--- src/rtl/rggen_register_initiator.sv ---
`default_nettype none
// +----------------------------------------------------------------------------+
// | rggen_register_initiator                                                   |
// | Host-side initiator broadcasting one register access at a time, with      |
// | OR-merged responses, decode-error detection and a bounded-wait timeout.   |
// | Revision: 1.0                                                              |
// +----------------------------------------------------------------------------+
module rggen_register_initiator #(
  parameter int ADDRESS_WIDTH = 8,
  parameter int BUS_WIDTH     = 32,
  parameter int REGISTERS     = 1,
  parameter int TIMEOUT       = 16
) (
  input  logic                           i_clk,
  input  logic                           i_rst,
  input  logic                           i_host_valid,
  output logic                           o_host_ready,
  input  logic                           i_host_write,
  input  logic [ADDRESS_WIDTH-1:0]       i_host_address,
  input  logic [BUS_WIDTH-1:0]           i_host_write_data,
  input  logic [BUS_WIDTH/8-1:0]         i_host_strobe,
  output logic                           o_host_resp_valid,
  input  logic                           i_host_resp_ready,
  output logic [1:0]                     o_host_status,
  output logic [BUS_WIDTH-1:0]           o_host_read_data,
  output logic                           o_reg_valid,
  output logic [1:0]                     o_reg_access,
  output logic [ADDRESS_WIDTH-1:0]       o_reg_address,
  output logic [BUS_WIDTH-1:0]           o_reg_write_data,
  output logic [BUS_WIDTH/8-1:0]         o_reg_strobe,
  input  logic [REGISTERS-1:0]           i_reg_active,
  input  logic [REGISTERS-1:0]           i_reg_ready,
  input  logic [2*REGISTERS-1:0]         i_reg_status,
  input  logic [BUS_WIDTH*REGISTERS-1:0] i_reg_read_data
);

  localparam int STRB_W = BUS_WIDTH / 8;
  // A zero-width counter is illegal, so TIMEOUT == 0 still keeps one bit.
  localparam int CNT_W  = (TIMEOUT > 0) ? $clog2(TIMEOUT + 1) : 1;
  localparam logic [CNT_W-1:0] TIMEOUT_LAST = (TIMEOUT > 0) ? CNT_W'(TIMEOUT - 1) : '0;

  localparam logic [1:0] STATUS_SLAVE_ERROR  = 2'b10;
  localparam logic [1:0] STATUS_DECODE_ERROR = 2'b11;

  typedef enum logic [1:0] {
    ST_IDLE = 2'd0,
    ST_BUSY = 2'd1,
    ST_RESP = 2'd2
  } state_e;

  state_e                   state_q;
  logic                     host_ready_q;
  logic                     reg_valid_q;
  logic                     resp_valid_q;
  logic                     write_q;
  logic [ADDRESS_WIDTH-1:0] address_q;
  logic [BUS_WIDTH-1:0]     write_data_q;
  logic [STRB_W-1:0]        strobe_q;
  logic [1:0]               status_q;
  logic [BUS_WIDTH-1:0]     read_data_q;
  logic [CNT_W-1:0]         count_q;
  logic [CNT_W-1:0]         count_d;

  logic [REGISTERS-1:0]     hit;
  logic [1:0]               merged_status;
  logic [BUS_WIDTH-1:0]     merged_data;
  logic                     no_decode;
  logic                     done;
  logic                     timed_out;

  assign hit       = i_reg_active & i_reg_ready;
  assign no_decode = ~|i_reg_active;
  assign done      = |hit;
  assign timed_out = (TIMEOUT != 0) && (count_q == TIMEOUT_LAST);
  // Saturate rather than wrap so a disabled timeout can never alias.
  assign count_d   = (&count_q) ? count_q : count_q + 1'b1;

  always_comb begin
    merged_status = '0;
    merged_data   = '0;
    for (int k = 0; k < REGISTERS; k++) begin
      if (hit[k]) begin
        merged_status = merged_status | i_reg_status[2*k+:2];
        merged_data   = merged_data | i_reg_read_data[BUS_WIDTH*k+:BUS_WIDTH];
      end
    end
  end

  always_ff @(posedge i_clk) begin
    if (i_rst) begin
      state_q      <= ST_IDLE;
      host_ready_q <= 1'b1;
      reg_valid_q  <= 1'b0;
      resp_valid_q <= 1'b0;
      write_q      <= 1'b0;
      address_q    <= '0;
      write_data_q <= '0;
      strobe_q     <= '0;
      status_q     <= '0;
      read_data_q  <= '0;
      count_q      <= '0;
    end else begin
      case (state_q)
        ST_IDLE: begin
          if (i_host_valid) begin
            write_q      <= i_host_write;
            address_q    <= i_host_address;
            write_data_q <= i_host_write ? i_host_write_data : '0;
            strobe_q     <= i_host_write ? i_host_strobe : '1;
            count_q      <= '0;
            host_ready_q <= 1'b0;
            reg_valid_q  <= 1'b1;
            state_q      <= ST_BUSY;
          end
        end
        ST_BUSY: begin
          // Priority: decode error, then completion, then timeout.
          if (no_decode) begin
            status_q     <= STATUS_DECODE_ERROR;
            read_data_q  <= '0;
            reg_valid_q  <= 1'b0;
            resp_valid_q <= 1'b1;
            state_q      <= ST_RESP;
          end else if (done) begin
            status_q     <= merged_status;
            read_data_q  <= merged_data;
            reg_valid_q  <= 1'b0;
            resp_valid_q <= 1'b1;
            state_q      <= ST_RESP;
          end else if (timed_out) begin
            status_q     <= STATUS_SLAVE_ERROR;
            read_data_q  <= '0;
            reg_valid_q  <= 1'b0;
            resp_valid_q <= 1'b1;
            state_q      <= ST_RESP;
          end else begin
            count_q <= count_d;
          end
        end
        ST_RESP: begin
          if (i_host_resp_ready) begin
            resp_valid_q <= 1'b0;
            host_ready_q <= 1'b1;
            state_q      <= ST_IDLE;
          end
        end
        default: begin
          state_q      <= ST_IDLE;
          host_ready_q <= 1'b1;
          reg_valid_q  <= 1'b0;
          resp_valid_q <= 1'b0;
        end
      endcase
    end
  end

  assign o_host_ready      = host_ready_q;
  assign o_host_resp_valid = resp_valid_q;
  assign o_host_status     = status_q;
  assign o_host_read_data  = read_data_q;
  assign o_reg_valid       = reg_valid_q;
  assign o_reg_access      = {1'b0, write_q};
  assign o_reg_address     = address_q;
  assign o_reg_write_data  = write_data_q;
  assign o_reg_strobe      = strobe_q;

endmodule
`default_nettype wire
--- config.mk ---
export PLATFORM = sky130hd
export DESIGN_NAME = rggen_register_initiator
export DESIGN_NICKNAME = d
export VERILOG_FILES = /design/src/rtl/rggen_register_initiator.sv
export SDC_FILE = /design/constraint.sdc
export NUM_CORES = 1
export LEC_CHECK = 0
export CAP_MARGIN = 20
export CORE_MARGIN = 10
export CORE_UTILIZATION = 40
export CTS_BUF_LIST = sky130_fd_sc_hd__clkbuf_2 sky130_fd_sc_hd__clkbuf_4 sky130_fd_sc_hd__clkbuf_8
export DETAILED_ROUTE_END_ITERATION = 16
export PLACE_DENSITY = 0.81
export SLEW_MARGIN = 20
export SYNTH_ARGS = -nofsm -noshare
export SYNTH_HDL_FRONTEND = slang
export SYNTH_SLANG_ARGS = --single-unit
--- constraint.sdc ---
create_clock -name i_clk -period 2.5 [get_ports i_clk]
set_input_delay 0.5 -clock i_clk [delete_from_list [all_inputs] [get_ports i_clk]]
set_output_delay 0.5 -clock i_clk [all_outputs]
set_load 0.05 [all_outputs]
==> results_tabular.tex <==
\begin{tabular}{lr}
\hline
Metric & Value \\
\hline
\multicolumn{2}{l}{\textbf{Setup path}} \\
\quad Worst reg2reg path depth & 6 \\
\quad CP max FO & 9 \\
\quad Most common cell type on the critical path & ha\_1 \\
\quad Timing startpoint of the critical path & count\_q[0]\$\_SDFFE\_PP0P\_ \\
\quad Arrival time worst endpoint & 2.52 ns \\
\quad Critical Path Sink Type & register \\
\quad Critical Path Source Type & register \\
\quad Data required time of the worst path & 2.78 ns \\
\quad Critical path start-end classification & register to register \\
\quad Critical Path Sink & count\_q[0]\$\_SDFFE\_PP0P\_ \\
\quad CP Buf/Inv Count & 0 \\
\quad Number of cells on the critical path & 6 \\
\quad R2r startpoint & count\_q[0]\$\_SDFFE\_PP0P\_ \\
\quad Register-to-register setup slack & 0.25 ns \\
\quad Critical-path cell list & ha\_1, and3\_1, ha\_1, or3b\_1, or4\_1, o22ai\_2 \\
\quad Crit path max-delay family & simple AND/OR/NAND/NOR gates \\
\quad Critical R2R Capture & count\_q[0]\$\_SDFFE\_PP0P\_ \\
\quad Cell with the largest stage delay on the worst path & or3b\_1 \\
\quad Slowest stage delay, CP & 0.53 ns \\
\multicolumn{2}{l}{\textbf{Finish}} \\
\quad Number of filler instances in the final layout & 757 \\
\quad Number of nets in the finished design & 658 \\
\quad Area Overhead vs Synth & 53.4\% \\
\quad Number of antenna cells inserted & 0 \\
\quad Sequential cell area & 1780 sq um \\
\quad Share of final-layout standard cells stronger than drive strength 1 & 5.76\% \\
\quad Area used by multi-input combinational logic & 1560 sq um \\
\quad Commonest non-fill, non-tap cell in the layout & clkdlybuf4s50\_1 \\
\quad Commonest cells after routing, fill and taps aside & clkdlybuf4s50\_1, dfxtp\_1, a21oi\_1 \\
\multicolumn{2}{l}{\textbf{Drt}} \\
\quad Vias & 3679 \\
\quad Count of routing violations after the opening detailed-route iteration & 284 \\
\quad Detail-routed net length per standard cell & 17.3 um \\
\quad Routed wire length & 11800 um \\
\quad Post-detailed-route count of antenna-violating nets & 0 \\
\quad DRT Pass-1 Iters & 4 \\
\quad Mean number of vias per cell & 5.40 \\
\quad Residual DRC & 0 \\
\multicolumn{2}{l}{\textbf{STA}} \\
\quad Max frequency & 0.445 GHz \\
\quad Relative max-transition margin & 62.7\% \\
\quad Post-route fraction of the period consumed by the critical path & 90.0\% \\
\quad Worst Max-Slew Pin Slew & 0.558 ns \\
\quad Worst hold slack & 0.452 ns \\
\quad Setup tns final & 0 ns \\
\quad Crit path time final & 2.25 ns \\
\quad RSZ-0062 raised after global routing & false \\
\quad Slew Viols, Final & 0 \\
\quad Hold violation total from the final report & 0 \\
\quad Final number of setup-violating endpoints & 0 \\
\quad Fin Clk Skew & 0.0113 ns \\
\multicolumn{2}{l}{\textbf{Pwr}} \\
\quad Power per cell area & 580 nW/um\^{}2 \\
\quad Leakage power figure & 1.86 nW \\
\quad Worst IR drop on VDD & 0.371 mV \\
\multicolumn{2}{l}{\textbf{Die}} \\
\quad Initial core utilization & 41.0\% \\
\quad Ports placed on the boundary & 168 \\
\quad Core area & 8680 sq um \\
\quad Chip Height & 114 um \\
\quad Row count & 34 \\
\quad Area of the die & 13100 sq um \\
\quad Width of the die & 114 um \\
\multicolumn{2}{l}{\textbf{Synthesis}} \\
\quad Top cell type by total area after synthesis & dfxtp\_1 \\
\quad Synthesis warning total & 0 \\
\quad Post-Synthesis Cells & 429 \\
\quad Synth Net Count & 517 \\
\quad Area of the mapped netlist & 3560 sq um \\
\quad Fraction of registers with async set/reset & 0\% \\
\quad Register area share after synthesis & 50.1\% \\
\quad Area share of the largest cell type after synthesis & 50.1\% \\
\quad Synth Area per Inst & 8.29 sq um \\
\quad Synth Flop Type & dfxtp\_1 \\
\quad Number of synthesized flops with an enable pin & 0 \\
\quad Distinct cell type count after synthesis & 39 \\
\quad Yosys reg bits & 89 \\
\quad Cell types occupying the most area after synthesis & dfxtp\_1, a21oi\_1, nand2\_1 \\
\multicolumn{2}{l}{\textbf{Global routing}} \\
\quad Total grt overflow & 0 \\
\quad First-pass GRT wire length & 18900 um \\
\quad Largest net degree at the start of global routing & 48 \\
\quad Vias in the first global route & 3665 \\
\quad Number of antenna violations at the first check in global routing & 0 \\
\quad Total routing resource utilization after global routing & 17.4\% \\
\multicolumn{2}{l}{\textbf{Outcome}} \\
\quad Status & complete, no violations \\
\multicolumn{2}{l}{\textbf{Clock tree}} \\
\quad Num CTS Buffers & 9 \\
\quad Clock slew at reported path FFs & 0.09 ns \\
\quad Insertion delay of the later-clocked pin in the worst-skew pair & 0.34 ns \\
\quad Master cell of the clock root buffer & clkbuf\_8 \\
\quad H-tree depth & 3 \\
\quad Number of clock sinks & 89 \\
\quad Post-cts resize count & 0 \\
\quad Buffer levels on the longest clock path & 2 \\
\quad CTS Hold Buffers Added & 0 \\
\quad Number of buffers inserted to repair setup after CTS & 0 \\
\quad Clock tree from TritonCTS & yes \\
\multicolumn{2}{l}{\textbf{Worst hold path}} \\
\quad Instance count along the most critical hold path & 2 \\
\quad Tightest Hold Check Type & register to register \\
\multicolumn{2}{l}{\textbf{Placement}} \\
\quad Final RePlAce weighted congestion & 0.850 \\
\quad Number of port buffers & 166 \\
\quad Final HPWL from detailed placement & 8430 um \\
\multicolumn{2}{l}{\textbf{Job}} \\
\quad Max-Cap Viols & 0 \\
\hline
\end{tabular}
## sequential cells by signal (all words and copies together) (netlist names)
register	flops
o_reg_write_data	32
o_host_read_data	32
o_host_resp_valid	1
o_reg_valid	1
write_q	1
o_host_status	2
state_q	2
o_reg_strobe	4
o_host_ready	1
count_q	5
o_reg_address	8
## through the flow
stage / instance area (sq um) / util, % / power, mW / instances / setup WS [ns]
floorplan: 3560 / - / 1.93 / 429 / 0.480
global placement: 5270 / 60.7 / 2.23 / 667 / 0.258
detailed placement: 5270 / 60.7 / 2.24 / 667 / 0.216
CTS: 5460 / 62.9 / 3.20 / 681 / 0.266
global route: 5460 / 62.9 / 3.30 / 681 / 0.198
finish: 5460 / 62.9 / 3.17 / 681 / 0.251
## metal layers
| metal | up-vias | GRT usage [%] | part of all wire, % |
|---|---|---|---|
| met5 | - | 0 | 0 |
| met4 | 0 | 4.51 | 0.47 |
| met3 | 4 | 10.0 | 14 |
| met2 | 167 | 26.3 | 44 |
| met1 | 1710 | 20.7 | 41 |
| li1 | 1798 | - | - |
## power breakdown
group	switching, mW	total (mW)	internal, mW
Clock	0.474	0.963	0.489
Sequential	0.0358	1.51	1.47
Combinational	0.415	0.695	0.280
Total	0.925	3.17	2.24
## synth_stat cells, types with 2 or more instances
master     instances
dfxtp_1           89
a21oi_1           78
nand2_1           55
o21ai_0           36
clkbuf_1          35
nand3_1           35
nand4_1           33
buf_2              7
nor2_1             7
nor3_1             6
inv_1              4
nor3b_1            4
ha_1               3
nor2b_1            3
a31oi_1            2
and3_1             2
buf_4              2
buf_6              2
nor3b_2            2
o2111ai_1          2
o21a_1             2
o31ai_1            2
or4_1              2
## layout make-up
cell class	count	share of cell area (%)
tap	108	2.48
clock buffer	11	2.66
multi-input combinational	289	28.6
sequential	89	32.6
clock inverter	3	0.779
inverter	4	0.275
timing repair buffer	177	32.6
## worst min-delay path by stage
| stage | startpoint | end | slack (ns) |
|---|---|---|---|
| floorplan | write_q$_SDFFE_PP0P_ | write_q$_SDFFE_PP0P_ | 0.44 |
| finish | o_reg_write_data[27]$_SDFFE_PP0P_ | o_reg_write_data[27]$_SDFFE_PP0P_ | 0.45 |
| CTS | o_reg_write_data[19]$_SDFFE_PP0P_ | o_reg_write_data[19]$_SDFFE_PP0P_ | 0.46 |
| global placement | o_reg_write_data[15]$_SDFFE_PP0P_ | o_reg_write_data[15]$_SDFFE_PP0P_ | 0.44 |
| global route | o_reg_write_data[23]$_SDFFE_PP0P_ | o_reg_write_data[23]$_SDFFE_PP0P_ | 0.48 |
| detailed placement | o_reg_write_data[30]$_SDFFE_PP0P_ | o_reg_write_data[30]$_SDFFE_PP0P_ | 0.44 |
## kinds of logic after synthesis
| kind of cell | count (synthesis) | synth area share (%) |
|---|---|---|
| AO/OA/AOI/OAI | 130 | 20.2 |
| adder cells (fa/ha/maj) | 3 | 1.06 |
| buffers and inverters | 51 | 6.26 |
| flip-flops | 89 | 50.1 |
| other | 1 | 0.105 |
| AND/OR/NAND/NOR | 155 | 22.3 |
## worst register-to-register path: cells and delay by family (launching register included)
family          cells  cell delay, ns
compound gates      1            0.16
fa+ha+maj           2            0.44
flops               1            0.35
simple gates        3            1.23
Power figures use the tool's default switching activity.
==> variant, RTL diff (config.mk and constraints unchanged) <==
Reset style: asynchronous (`i_rst`), changed in one clocked block.
--- a/src/rtl/rggen_register_initiator.sv
+++ b/src/rtl/rggen_register_initiator.sv
@@ -86,7 +86,7 @@
     end
   end
 
-  always_ff @(posedge i_clk) begin
+  always_ff @(posedge i_clk or posedge i_rst) begin
     if (i_rst) begin
       state_q      <= ST_IDLE;
       host_ready_q <= 1'b1;
Check against the original RTL: differs if i_rst is asserted again (counterexample within 4 cycles, from zero or initial values and one cycle with i_rst high); with i_rst held inactive, the same outputs for 10 cycles.
==> variant against the unedited design <==
Cell area up 4.7%; via count down 13%; worst setup slack better by 55 ps; first-iteration DRC count down 39%; count of clock-buffer cells in the layout down 2; synthesized area up 6.5%; routed wire length down 5.1%; global-route usage down 1.2 points; sequential cell count unchanged; critical path type is now flop to output pin.
Power is not compared: it rests on default switching activity, and its combinational part moved more than twofold at a synthesized area within 25%.
==> variant: results <==
export IMPL_gp_congestion=0.7982
export IMPL_status="finished, final reports clean"
export IMPL_layout_nets=623
export IMPL_avgSynthCellArea_um2=9.921
export IMPL_place_inst=653
export IMPL_r2r_setup_slack_ps=310
export IMPL_drtIter0Drc=174
export IMPL_vias=3216
export IMPL_wl_per_cell_um=16.81
export IMPL_min_to="o_reg_write_data[12]"
export IMPL_hp_start="o_reg_write_data[12]"
export IMPL_rr_endpoint="o_host_status[1]"
export IMPL_crit_family="buffers and inverters"
export IMPL_r2r_start="count_q[0]"
export IMPL_hold_ws_ps=485.1
export IMPL_grt_pass1_wl_um=18510
export IMPL_grt_use_met3_pct=2.686
export IMPL_grt_pass1_vias=3379
export IMPL_fillerInstances=803
export IMPL_slew_headroom_pct=62.28
export IMPL_syn_nets=470
export IMPL_crit_slowest_cell="clkdlybuf4s50_1"
export IMPL_yosys_top_cells_count="dfrtp_1, nand2_1, o21ai_0, inv_1, nand4_1"
export IMPL_grt_use_total_pct=16.21
export IMPL_seq_area_frac_synth_pct=58.80
export IMPL_synth_area_leaders="dfrtp_1, o21ai_0, nand2_1"
export IMPL_cpPeakStageDelay_ps=810
export IMPL_clock_skew_ps=12.14
export IMPL_synthDistinctLibCells=33
export IMPL_path_max_fanout=3
==> variant: changes by cell type after synthesis, moves of 4 or more <==
cell,before,now
nor3_1,6,0
a21oi_1,78,2
mux2i_1,0,4
dfrtp_1,0,88
nand3_1,35,0
dfxtp_1,89,0
inv_1,4,35
o21ai_0,36,71
mux2_4,0,8
nand2_1,55,71
clkbuf_1,35,19
==> variant: layout make-up <==
class | instances | area [µm²] | area share, %
timing repair buffer | 174 | 1747 | 30.56
inverter | 35 | 135.1 | 2.364
clock inverter | 4 | 47.55 | 0.8319
tap | 129 | 161.4 | 2.824
sequential | 89 | 2228 | 38.99
multi-input combinational | 226 | 1272 | 22.26
clock buffer | 9 | 123.9 | 2.167
==> variant: worst max-delay path by stage <==
stage                 start                   to  depth (start not counted)
2_1_floorplan    count_q[0]           state_q[1]                          6
3_3_place_gp   i_host_valid     o_reg_address[0]                          4
3_5_place_dp   i_host_valid     o_reg_address[3]                          4
4_1_cts        o_host_ready         o_host_ready                          1
5_1_grt          count_q[0]  o_host_read_data[1]                          7
6_report       o_host_ready         o_host_ready                          1
==> variant: through the flow <==
step | power (µW) | setup slack, ps
after global placement | 7482 | 323.8
after global routing | 8889 | 173.1
after floorplan | 5779 | 576.5
final | 8427 | 305.6
after detailed placement | 7588 | 289.4
after CTS | 8522 | 275.4
==> variant: power breakdown <==
group	switching [µW]	leakage [µW]	internal, µW
logic	3360	0.00122	1630
registers	395	0.00115	2120
clock network	472	0.0000868	443
==> variant: metal layers <==
layer | vias to the layer above | routed length [µm]
li1 | 1574 | -
met1 | 1551 | 4431
met2 | 78 | 6208
met3 | 13 | 371
met4 | 0 | 184
met5 | - | 0
==> variant: cells by family (layout without fill, tap and decap cells) <==
| logic type | after synthesis | after routing | synth area share (%) |
|---|---|---|---|
| flops | 89 | 89 | 58.80 |
| buf+inv | 67 | 222 | 7.692 |
| other cells | 1 | 1 | 0.09895 |
| compound gates | 83 | 83 | 11.72 |
| mux | 13 | 13 | 4.523 |
| simple gates | 126 | 126 | 16.18 |
| fa+ha+maj | 3 | 3 | 0.9905 |
